## src/rtl/game_pkg.sv

```systemverilog
// Shared constants and types for the frame compositor and its address helpers.
package game_pkg;

    localparam int unsigned FB_W       = 160;
    localparam int unsigned FB_H       = 120;
    localparam int unsigned VRAM_W     = 160;
    localparam int unsigned NUM_LAYERS = 14;
    localparam logic [7:0]  TRANSP     = 8'hE3;

    typedef struct packed {
        logic [9:0] inicio_X;
        logic [9:0] inicio_Y;
        logic [9:0] final_X;
        logic [9:0] final_Y;
    } rect_t;

    typedef enum logic [2:0] {
        StIdle,
        StSetup,
        StLatch,
        StRun,
        StDrain,
        StDone
    } blit_state_t;

endpackage

```

## src/rtl/blit_addr_gen.sv

```systemverilog
// Linear address y*160 + x for a 160-pixel row pitch, built from shifts and adds.
module blit_addr_gen #(
    parameter int unsigned CoordW = 10,
    parameter int unsigned AddrW  = 17
) (
    input  logic [CoordW-1:0] x_i,
    input  logic [CoordW-1:0] y_i,
    output logic [AddrW-1:0]  addr_o
);

    logic [AddrW-1:0] y_ext;

    assign y_ext  = AddrW'(y_i);
    assign addr_o = (y_ext << 7) + (y_ext << 5) + AddrW'(x_i);

endmodule

```

## src/rtl/layer_blitter.sv

```systemverilog
// Per-frame layer compositor: copies each layer's VRAM rectangle into the framebuffer,
// skipping the transparent key and clipping at the framebuffer edge.
module layer_blitter #(
    parameter int unsigned NUM_LAYERS = game_pkg::NUM_LAYERS,
    parameter int unsigned PIX_W      = 8
) (
    input  logic             clk,
    input  logic             reset,
    input  logic             start,
    output logic [32:0]      layer,
    input  logic [9:0]       vram_inicio_X,
    input  logic [9:0]       vram_inicio_Y,
    input  logic [9:0]       vram_final_X,
    input  logic [9:0]       vram_final_Y,
    input  logic [9:0]       FB_X,
    input  logic [9:0]       FB_Y,
    output logic [16:0]      vram_addr,
    output logic             vram_rd_en,
    input  logic [PIX_W-1:0] vram_data,
    output logic [14:0]      fb_addr,
    output logic [PIX_W-1:0] fb_data,
    output logic             fb_we,
    output logic             busy,
    output logic             done
);

    import game_pkg::*;

    blit_state_t      state_q;
    logic [32:0]      layer_q;
    rect_t            rect_q;
    logic [9:0]       fb_x_q, fb_y_q;
    logic [9:0]       cx_q, cy_q;
    logic             drain_q;
    logic             rd_en_q;
    logic [16:0]      vram_addr_q;
    logic             busy_q, done_q;

    logic             s1_valid_q;
    logic [10:0]      s1_dx_q, s1_dy_q;
    logic             fb_we_q;
    logic [14:0]      fb_addr_q;
    logic [PIX_W-1:0] fb_data_q;

    logic [10:0]      w, h;
    logic             last_col, last_row, last_layer, empty;
    logic [9:0]       cx_d, cy_d, base_x, base_y, src_x, src_y;
    logic [16:0]      vram_addr_d;
    logic [14:0]      fb_addr_d;

    assign w          = {1'b0, rect_q.final_X} - {1'b0, rect_q.inicio_X} + 11'd1;
    assign h          = {1'b0, rect_q.final_Y} - {1'b0, rect_q.inicio_Y} + 11'd1;
    assign last_col   = ({1'b0, cx_q} == w - 11'd1);
    assign last_row   = ({1'b0, cy_q} == h - 11'd1);
    assign last_layer = (layer_q == 33'(NUM_LAYERS - 1));
    assign empty      = (vram_final_X < vram_inicio_X) || (vram_final_Y < vram_inicio_Y);

    // Next raster position; in LATCH the descriptor inputs are used before they are registered.
    always_comb begin
        cx_d   = '0;
        cy_d   = '0;
        base_x = rect_q.inicio_X;
        base_y = rect_q.inicio_Y;
        if (state_q == StLatch) begin
            base_x = vram_inicio_X;
            base_y = vram_inicio_Y;
        end else if (last_col) begin
            cy_d = cy_q + 10'd1;
        end else begin
            cx_d = cx_q + 10'd1;
            cy_d = cy_q;
        end
    end

    assign src_x = base_x + cx_d;
    assign src_y = base_y + cy_d;

    blit_addr_gen #(
        .CoordW(10),
        .AddrW (17)
    ) u_vram_addr (
        .x_i   (src_x),
        .y_i   (src_y),
        .addr_o(vram_addr_d)
    );

    always_ff @(posedge clk) begin
        if (!reset) begin
            state_q     <= StIdle;
            layer_q     <= '0;
            rect_q      <= '0;
            fb_x_q      <= '0;
            fb_y_q      <= '0;
            cx_q        <= '0;
            cy_q        <= '0;
            drain_q     <= 1'b0;
            rd_en_q     <= 1'b0;
            vram_addr_q <= '0;
            busy_q      <= 1'b0;
            done_q      <= 1'b0;
        end else begin
            done_q <= 1'b0;
            unique case (state_q)
                StIdle: begin
                    if (start) begin
                        layer_q <= '0;
                        busy_q  <= 1'b1;
                        state_q <= StSetup;
                    end
                end
                StSetup: state_q <= StLatch;
                StLatch: begin
                    rect_q <= '{inicio_X: vram_inicio_X, inicio_Y: vram_inicio_Y,
                                final_X: vram_final_X, final_Y: vram_final_Y};
                    fb_x_q <= FB_X;
                    fb_y_q <= FB_Y;
                    cx_q   <= '0;
                    cy_q   <= '0;
                    if (empty) begin
                        if (last_layer) begin
                            busy_q  <= 1'b0;
                            done_q  <= 1'b1;
                            state_q <= StDone;
                        end else begin
                            layer_q <= layer_q + 33'd1;
                            state_q <= StSetup;
                        end
                    end else begin
                        rd_en_q     <= 1'b1;
                        vram_addr_q <= vram_addr_d;
                        state_q     <= StRun;
                    end
                end
                StRun: begin
                    if (last_col && last_row) begin
                        rd_en_q <= 1'b0;
                        drain_q <= 1'b0;
                        state_q <= StDrain;
                    end else begin
                        cx_q        <= cx_d;
                        cy_q        <= cy_d;
                        vram_addr_q <= vram_addr_d;
                    end
                end
                StDrain: begin
                    if (!drain_q) begin
                        drain_q <= 1'b1;
                    end else if (last_layer) begin
                        busy_q  <= 1'b0;
                        done_q  <= 1'b1;
                        state_q <= StDone;
                    end else begin
                        layer_q <= layer_q + 33'd1;
                        state_q <= StSetup;
                    end
                end
                StDone:  state_q <= StIdle;
                default: state_q <= StIdle;
            endcase
        end
    end

    blit_addr_gen #(
        .CoordW(11),
        .AddrW (15)
    ) u_fb_addr (
        .x_i   (s1_dx_q),
        .y_i   (s1_dy_q),
        .addr_o(fb_addr_d)
    );

    // Stage 1 travels with the VRAM read; stage 2 lands the pixel one cycle after data returns.
    always_ff @(posedge clk) begin
        if (!reset) begin
            s1_valid_q <= 1'b0;
            s1_dx_q    <= '0;
            s1_dy_q    <= '0;
            fb_we_q    <= 1'b0;
            fb_addr_q  <= '0;
            fb_data_q  <= '0;
        end else begin
            s1_valid_q <= rd_en_q;
            s1_dx_q    <= {1'b0, fb_x_q} + {1'b0, cx_q};
            s1_dy_q    <= {1'b0, fb_y_q} + {1'b0, cy_q};
            fb_we_q    <= s1_valid_q && (vram_data != PIX_W'(TRANSP)) &&
                          (s1_dx_q < 11'(FB_W)) && (s1_dy_q < 11'(FB_H));
            if (s1_valid_q) begin
                fb_addr_q <= fb_addr_d;
                fb_data_q <= vram_data;
            end
        end
    end

    assign layer      = layer_q;
    assign vram_addr  = vram_addr_q;
    assign vram_rd_en = rd_en_q;
    assign fb_addr    = fb_addr_q;
    assign fb_data    = fb_data_q;
    assign fb_we      = fb_we_q;
    assign busy       = busy_q;
    assign done       = done_q;

endmodule

```

## config.mk

```make
export PLATFORM = sky130hd
export DESIGN_NAME = layer_blitter
export DESIGN_NICKNAME = d
export VERILOG_FILES = /design/src/rtl/game_pkg.sv /design/src/rtl/blit_addr_gen.sv /design/src/rtl/layer_blitter.sv
export SDC_FILE = /design/constraint.sdc
export NUM_CORES = 1
export LEC_CHECK = 0
export ABC_AREA = 1
export ABC_CLOCK_PERIOD_IN_PS = 5400
export CORE_ASPECT_RATIO = 1.75
export CORE_MARGIN = 4
export CORE_UTILIZATION = 45
export DETAILED_ROUTE_END_ITERATION = 8
export PLACE_DENSITY = 0.72
export SETUP_SLACK_MARGIN = 0.05
export SYNTH_ARGS = -nofsm -noshare
export SYNTH_HDL_FRONTEND = slang
export SYNTH_SLANG_ARGS = --single-unit
```

## constraint.sdc

```tcl
create_clock -name clk -period 5.4 [get_ports clk]
set_clock_uncertainty 0.15 [all_clocks]
set_input_delay 0.54 -clock clk [delete_from_list [all_inputs] [get_ports clk]]
set_output_delay 0.54 -clock clk [all_outputs]
set_load 0.005 [all_outputs]
```

Word level (Yosys, flattened, before mapping)
Cells that the tools add are included.
{ "totals": {"word_cells": 108, "ff_bits": 184} }
{ "op_classes": {"n_eq_ne": 14, "mux": 37, "n_reduce_logical": 15, "order_cmp": 4, "add_sub_neg": 17} }
{ "op_table": {"columns": ["op", "n"], "rows": [
  ["$mux 33", 4],
  ["$pmux 33 s3", 1],
  ["$mux 10", 8],
  ["$pmux 10 s2", 2],
  ["$mux 17", 2],
  ["$pmux 17 s2", 1],
  ["$add 33x1->33 const B", 1],
  ["$eq 33x4->1 const B", 1],
  ["$add 10x10->11", 2],
  ["$add 11x1->11 const B", 2],
  ["$eq 10x11->1", 2],
  ["$sub 10x10->11", 2],
  ["$sub 11x1->11 const B", 2],
  ["$add 10x1->10 const B", 2],
  ["$add 10x10->10", 2],
  ["$lt 10x10->1", 2],
  ["$add 17x10->17", 1],
  ["$add 17x15->17", 1],
  ["$add 15x11->15", 1],
  ["$add 15x15->15", 1],
  ["$mux 3", 5],
  ["$pmux 3 s5", 1],
  ["$ne 2x2->1 const B", 6],
  ["$lt 11x7->1 const B", 1],
  ["other kinds (16)", 34]
]} }

Longest topological paths before layout
Gate-level depths: netlist (run 1).
{ "depth": {"word_depth": 11, "depth_mapped": 44, "depth_no_buf": 43} }

Cells and area by module
From an unflattened synthesis (run 1), not the netlist that was laid out.
{ "hier_totals": {"hier_cells": 1876, "area_unflattened_um2": 12567.1} }
{ "modules_own_cells": {"columns": ["module", "seq_area_each_um2", "cells_per_inst", "area_per_inst_um2", "instances"], "rows": [
  ["layer_blitter", 3683.5, 1658, 11204.5, 1],
  ["blit_addr_gen (u_vram_addr)", 0.0, 120, 744.5, 1],
  ["blit_addr_gen (u_fb_addr)", 0.0, 98, 618.1, 1]
]} }

Worst setup path before layout (run 1)
OpenSTA, ideal clock, no wires.
{ "synth_timing": {"path_type": "reg-to-reg", "from": "register rect_q[10] in the netlist's numbering", "to": "register vram_addr_q[16] (netlist: vram_addr[16])", "required_ns": 5.141, "setup_time_ns": 0.109, "path_slack_ns": -0.218, "synth_period_minus_slack_ns": 5.618, "path_buffers": 0, "arrival_ns": 5.359, "stages_incl_launch_ff": 43, "cell_sequence": "dfxtp_1 > inv_1 > ha_1 > fa_1 > inv_1 > nand2_2 > nand2_2 > nand3b_1 > nand3b_1 > nand2_1 > nor2_1 > nand2_1 > nor2_1 > nand4_1 > nand2_1 > nor2_1 > ha_1 > a21oi_1 > (+7 left out) > xor2_1 > inv_1 > fa_1 > inv_1 > ha_1 > nand2_1 > nand2_1 > nand3_1 > nand2_1 > a21oi_1 > o21ai_0 > a21o_1 > a21oi_1 > inv_1 > nand3_1 > nand3_1 > nand2_1 > inv_1"} }
{ "synth_via": {"elab_chain_cells": 11, "elab_cells_between_ends": 18, "classes_between": "add/sub: 7; eq/ne: 2; mux: 7; reduce/logical: 2"} }
{ "synth_rtl": {"columns": ["element", "line_no", "source"], "rows": [
  ["start: declaration", "layer_blitter.sv:31", "rect_t rect_q;"],
  ["start signal: assignment", "layer_blitter.sv:113", "rect_q <= '{inicio_X: vram_inicio_X, inicio_Y: vram_inicio_Y,"],
  ["$sub 10x10->11 (*)", "layer_blitter.sv:51", "assign w = {1'b0, rect_q.final_X} - {1'b0, rect_q.inicio_X} + 11'd1;"],
  ["$add 11x1->11 (*)", "layer_blitter.sv:51", null],
  ["$sub 11x1->11 (*)", "layer_blitter.sv:53", "assign last_col = ({1'b0, cx_q} == w - 11'd1);"],
  ["$eq 10x11->1 (*)", "layer_blitter.sv:53", null],
  ["$mux 10", "layer_blitter.sv:67", "end else if (last_col) begin"],
  ["$mux 10", "layer_blitter.sv:64", "if (state_q == StLatch) begin"],
  ["$add 10x10->10", "layer_blitter.sv:76", "assign src_y = base_y + cy_d;"],
  ["$add 17x15->17", "blit_addr_gen.sv:14", "assign addr_o = (y_ext << 7) + (y_ext << 5) + AddrW'(x_i);"],
  ["$add 17x10->17", "blit_addr_gen.sv:14", null],
  ["$mux 17, on equally long branches", "layer_blitter.sv:135, layer_blitter.sv:119", null],
  ["$pmux 17 s2", "layer_blitter.sv:103", "unique case (state_q)"],
  ["end signal: assignment", "layer_blitter.sv:130", "vram_addr_q <= vram_addr_d;"],
  ["end signal: assignment", "layer_blitter.sv:142", "vram_addr_q <= vram_addr_d;"],
  ["end: declaration", "layer_blitter.sv:36", "logic [16:0] vram_addr_q;"]
]} }
Mark *: on every way between the ends. The rest lies on a longest branch, timed or not. The select of a mux whose other input is x is not followed.
A chain may end at the register's enable or synchronous reset.

Worst setup path after layout (run 1)
Same ends and word-level chain as after synthesis.

==> flow_summary.yaml, run 1 <==
finish:
  nFillCells: 2520
  antenna_cells: 0
  area_growth_pct: 27.7
  multi_input_area_sq_um: 7730
  final_common_cell: "nand2_1"
  drive_above_1_share_pct: 12.6
  nNetsFinal: 2175
  final_area_sq_um: 15600
  final_cell_mix: "331 x nand2_1, 232 x nor2_1, 214 x inv_1"
  regArea_sq_um: 3680
  utilization_pct: 58.4
timing:
  timing.fmax_mhz: 180
  min_period_ps: 5570
  fin_setup_tns_ps: -706
  setup_viol: 7
  fin_crit_sh_pct: 103
  finalHoldViolCount: 0
  tightest_slew_ps: 988
  rsz0062_at_grt: "true"
  max_slew_margin_pct: 34.2
  slew_viol_final: 0
  setup_ws_ps: -166
placed_design:
  portBuffers: 147
  dp_hpwl_mm: 27.6
  place_congestion: 0.954
  placed_area_sq_um: 14600
floorplan:
  die_h_um: 226
  num_rows: 79
  coreArea_sq_um: 26700
  initial_utilization_pct: 45.7
  dieArea_sq_um: 29900
  pin_count: 148
  dieWidth_um: 133
synth:
  syn_nets: 1956
  synth_area_sq_um: 12200
  synthCells: 1760
  async_reset_ff_share_pct: 0
  ys_seq_elements: 184
  synth_edf_count: 0
  synth_warnings: 0
  synth_top_area_cell: "dfxtp_1"
  syn_area_per_cell_sq_um: 6.94
  ys_seq_area_share_pct: 30.2
  synthFlopType: "dfxtp_1"
  ys_types: 54
  synth_area_leaders: "dfxtp_1 30%, ha_1 11%, nand2_1 10%"
  synth_top_area_share_pct: 30.2
clock_tree:
  cts.reportedPaths.clkPinSlew_ps: 70
  cts_buffer_depth: 2
  cts_buffers: 17
  cts_tree: "done"
  insertion_delay_ps: 460
  cts-root-buf: "clkbuf_16"
  clock-sinks: 184
  cts_hold_buf: 0
  htreeDepth: 4
flow_run:
  drv_cap: 0
global_route:
  grt_max_degree: 80
  first_global_vias: 11700
  use_met3_pct: 2.99
  grt_use_met1_pct: 24.3
  busiest_layer: "met2"
  grt_usage_pct: 23.6
  antenna_found_initial: 0
  grt.met2_usage_pct: 46.2
  grt.overflow.total: 0
  grt_pass1_wl_mm: 56.7
pwr:
  leakage_nw: 7.13
  power_density_nw_per_um2: 310
  ir_drop_mv: 0.299
  power_mw: 4.83
critical_path:
  cp.arrival_ps: 5770
  slowest_delay_ps: 520
  r2r_cells: 36
  end_kind: "flop"
  critPathKind: "reg -> reg"
  cp_top_family: "adder cells"
  worstPathRequired_ps: 5600
  worst-path-stages: 36
  critPathLaunchType: "flop"
  worstPathBufferInverterCount: 6
  crit_top_cell: "nand2_1"
  path_max_fanout: 5
  timing.critical_path.slowest_stage_cell: "fa_2"
worst_hold_path:
  hold_class: "reg -> reg"
  holdPathStages: 2
route:
  vias: 12100
  postRouteAntennaNets: 0
  drc_errors: 0
  viasPerCell: 5.22
  detail_route.wl_per_cell_um: 15.4
  drtIter0Drc: 560
  drtPass1Iterations: 5
  finalWirelength_mm: 35.7
outcome:
  violations: "negative setup slack"
  status: "finished, violations left"
per-stage QoR:
step | setup WS, ps | hold slack [ps] | cells
detailed placement | -383 | 297 | 2264
global placement | -223 | 291 | 2264
finish | -166 | 314 | 2316
floorplan | 58.6 | 281 | 1760
global route | -553 | 329 | 2316
CTS | -332 | 317 | 2312
state kept, by name, summed over array words and instances (netlist names):
signal,count
layer,33
s1_dy_q,11
fb_data,8
done,1
state_q,3
fb_we,1
drain_q,1
vram_rd_en,1
cx_q,10
busy,1
vram_addr,17
fb_x_q,10
s1_dx_q,11
rect_q,40
fb_y_q,10
s1_valid_q,1
fb_addr,15
cy_q,10
logic make-up after synthesis:
family,after synthesis,synth area share (%)
simple gates,791,28.5
compound gates,320,14.3
flops,184,30.2
xor+xnor,60,4.30
buf+inv,280,8.98
fa+ha+maj,125,13.7
metal layers:
| metal | routed length [um] | up-vias |
|---|---|---|
| met5 | 0 | - |
| met4 | 1590 | 0 |
| met3 | 1140 | 91 |
| met2 | 19500 | 310 |
| met1 | 13500 | 5511 |
| li1 | - | 6189 |
synth_stat cells (2+ instances only):
| cell type | count |
|---|---|
| nand2_1 | 339 |
| nor2_1 | 238 |
| inv_1 | 218 |
| dfxtp_1 | 184 |
| o21ai_0 | 136 |
| a21oi_1 | 129 |
| ha_1 | 110 |
| nand3_1 | 70 |
| xor2_1 | 48 |
| clkbuf_1 | 41 |
| nor3_1 | 35 |
| nand4_1 | 27 |
| nor4_1 | 19 |
| fa_1 | 15 |
| nand2_2 | 14 |
| a31oi_1 | 12 |
| xnor2_1 | 12 |
| a21oi_2 | 11 |
| nand3b_1 | 9 |
| or2_2 | 9 |
| nor3b_1 | 8 |
| a21o_1 | 6 |
| inv_2 | 6 |
| o21a_1 | 6 |
| nor2_2 | 5 |
| nand3_2 | 4 |
| a21boi_0 | 3 |
| buf_2 | 3 |
| clkinv_1 | 3 |
| o2111ai_1 | 3 |
| o211ai_1 | 3 |
| o21ai_1 | 3 |
| o21bai_1 | 3 |
| buf_1 | 2 |
| buf_4 | 2 |
| buf_6 | 2 |
| nand3_4 | 2 |
| nor2_4 | 2 |
| nor4_2 | 2 |
| o31ai_1 | 2 |
power by group:
group	leakage (nW)	internal (mW)	switching [mW]	total (mW)
sequential	1.49	1.46	0.0674	1.53
combinational	5.34	0.865	1.16	2.02
clock	0.293	0.715	0.569	1.28
total	7.13	3.04	1.79	4.83
timing repair:
action	4_1_cts	5_1_grt
resized for setup	31	33
setup buffers	16	5
pin swaps	31	38
setup endpoints to repair	8	9
path summary, 6_finish.rpt:
check / from / endpoint / slack, ps
worst min-delay path: s1_dx_q[4] / fb_addr[4] / 310
worst min register to register: s1_dx_q[4] / fb_addr[4] / 310
worst max-delay path: rect_q[10] / vram_addr[16] / -170
worst max register to register: rect_q[10] / vram_addr[16] / -170
tightest hold or removal path, cell delays in order, from the launching register on:
cell and delay (ps):
dfxtp_1 310, nor2_1 40, nor2_1 80
cell type report:
type                            count  area share (%)
Tap cell                          324            2.60
Clock inverter                     11           0.867
Timing Repair Buffer              251            14.8
Multi-Input combinational cell   1296            49.6
Clock buffer                       21            2.95
Sequential cell                   184            23.6
Inverter                          229            5.56
(Power assumes the default switching activity.)
==> inputs of run 2 (changes only) <==
--- a/config.mk
+++ b/config.mk
@@ -6,7 +6,6 @@
 export NUM_CORES = 1
 export LEC_CHECK = 0
 export ABC_AREA = 1
-export ABC_CLOCK_PERIOD_IN_PS = 5400
 export CORE_ASPECT_RATIO = 1.75
 export CORE_MARGIN = 4
 export CORE_UTILIZATION = 45
==> results of run 2 <==
The final DEF is identical to that of run 1; final timing and power are the same.
==> inputs of run 3 (changes only) <==
--- a/config.mk
+++ b/config.mk
@@ -9,9 +9,11 @@
 export CORE_ASPECT_RATIO = 1.75
 export CORE_MARGIN = 4
 export CORE_UTILIZATION = 45
+export CTS_CLUSTER_SIZE = 25
 export DETAILED_ROUTE_END_ITERATION = 8
 export PLACE_DENSITY = 0.72
 export SETUP_SLACK_MARGIN = 0.05
+export SLEW_MARGIN = 40
 export SYNTH_ARGS = -nofsm -noshare
 export SYNTH_HDL_FRONTEND = slang
 export SYNTH_SLANG_ARGS = --single-unit
==> run 3 against run 2 <==
  * The run still ends with negative setup slack left
  * Via count shrank 0.51%
  * Largest cell class unchanged
  * Power grew 0.51%
  * Worst setup slack lost 6.0 ps
  * Count of clock-buffer cells in the layout shrank 1
==> flow_summary.yaml, run 3 (same netlist as run 1, synthesis figures left out) <==
outcome:
  status: "finished, violations left"
  violations: "negative setup slack"
critical_path:
  path_max_fanout: 7
  critPathLaunchType: "flop"
  timing.critical_path.slowest_stage_cell: "fa_2"
  r2r_end: "vram_addr[11]"
  critPathKind: "reg -> reg"
  r2r-start: "rect_q[10]"
  reg2reg_slack_ps: -170
  cp.arrival_ps: 5810
  end_kind: "flop"
  worstPathRequired_ps: 5640
  slowest_delay_ps: 520
  r2r_cells: 32
clock_tree:
  insertion_delay_ps: 450
  cts_buffers: 17
  clock-sinks: 184
  cts-root-buf: "clkbuf_16"
  cts_tree: "done"
  cts_hold_buf: 0
  cts_buffer_depth: 2
  cts.reportedPaths.clkPinSlew_ps: 70
  htreeDepth: 4
finish:
  largest-register: "rect_q"
  final_common_cell: "nand2_1"
  largest_reg_flops: 40
  area_growth_pct: 27.7
  nNetsFinal: 2163
  antenna_cells: 0
  drive_above_1_share_pct: 12.8
  final_cell_mix: "330 x nand2_1, 230 x nor2_1, 213 x inv_1"
timing:
  fin_crit_sh_pct: 103
  min_period_ps: 5570
  tightest_slew_ps: 743
  timing.fmax_mhz: 179
  rsz0062_at_grt: "true"
  setup_viol: 5
  max_slew_margin_pct: 50.0
  slew_viol_final: 0
  finalHoldViolCount: 0
  fin_setup_tns_ps: -574
  setup_ws_ps: -172
worst_hold_path:
  hold_class: "reg -> reg"
  worstHoldStart: "s1_dx_q[0]"
  holdPathStages: 2
  whs_endpoint: "fb_addr[0]"
global_route:
  first_global_vias: 11600
  grt.overflow.total: 0
  use_met3_pct: 3.17
  grt.met2_usage_pct: 46.6
  grt_pass1_wl_mm: 56.6
  antenna_found_initial: 0
  busiest_layer: "met2"
  grt_use_met1_pct: 23.9
  grt_max_degree: 80
  grt_usage_pct: 23.5
pwr:
  p_switching_mw: 1.82
  p_comb_share_pct: 42.4
  p_int_mw: 3.03
  leakage_nw: 7.07
  p_sw_share_pct: 37.6
  power_density_nw_per_um2: 311
  power_mw: 4.85
  power.share.clock_pct: 26.2
  seq_power_share_pct: 31.4
  ir_drop_mv: 0.259
floorplan:
  dieWidth_um: 133
  initial_utilization_pct: 45.7
  die_h_um: 226
  pin_count: 148
  num_rows: 79
  coreArea_sq_um: 26700
  dieArea_sq_um: 29900
route:
  postRouteAntennaNets: 0
  finalWirelength_mm: 35.8
  viasPerCell: 5.23
  drc_errors: 0
  drtIter0Drc: 582
  vias: 12000
  drtPass1Iterations: 5
  detail_route.wl_per_cell_um: 15.6
flow_run:
  drv_cap: 0
placed_design:
  dp_hpwl_mm: 27.6
  dp_slack_ps: -392
  portBuffers: 147
  place_congestion: 0.954
run 3: changes by cell type in the layout (fill, tap and decap cells not counted), sizes merged:
cell    change
buf        -12
clkinv      +2
clkbuf      -1
inv         -1
run 3: worst max-delay path, delay by kind of cell (launching register included):
family          cells  cell delay, ps
xor+xnor            2             420
buf+inv             3             260
flops               1             320
simple gates       13            1350
compound gates      9            1250
fa+ha+maj           5            1740
run 3: how the worst max path moves through the flow:
| stage | from | to | slack, ps |
|---|---|---|---|
| after detailed placement | rect_q[10] | vram_addr[16] | -390 |
| after CTS | rect_q[10] | vram_addr[16] | -320 |
| after floorplan | rect_q[10] | vram_addr[16] | 60 |
| after global placement | rect_q[10] | vram_addr[16] | -220 |
| after global routing | rect_q[10] | vram_addr[16] | -510 |
| final | rect_q[10] | vram_addr[11] | -170 |
run 3: layout make-up:
type	instances	area, sq um
flip-flops and latches	184	3690
clock inverters	12	140
multi-input cells	1296	7840
inverters	229	867
well taps	324	405
fillers	2453	11100
clock buffers	20	447
repair buffers	239	2210
run 3: repair_timing:
action / in CTS / in global routing
setup buffers: 8 / 4
pin swaps: 35 / 46
hold endpoints to repair: 0 / 0
resized for setup: 29 / 53
setup endpoints to repair: 8 / 10
run 3: metrics by stage:
stage | utilization (%) | hold WS, ps | instances | cell area [sq um]
final | 58.4 | 315 | 2304 | 15600
after floorplan | - | 281 | 1760 | 12300
after CTS | 57.4 | 318 | 2302 | 15300
after global routing | 58.4 | 329 | 2304 | 15600
after global placement | 54.6 | 291 | 2264 | 14600
after detailed placement | 54.6 | 299 | 2264 | 14600
run 3: power groups by stage:
stage | Sequential [mW] | Clock, mW | Combinational [mW]
global route | 1.54 | 1.35 | 2.29
CTS | 1.53 | 1.29 | 1.96
detailed placement | 1.56 | 0 | 1.87
finish | 1.53 | 1.27 | 2.06
global placement | 1.55 | 0 | 1.83
floorplan | 1.54 | 0 | 1.23
run 3: routing by layer:
metal	wire length, um	part of all wire, %	vias up
met5	0	0	-
met4	1570	4.4	0
met3	1280	3.6	98
met2	19600	55	306
met1	13400	37	5471
li1	-	-	6164
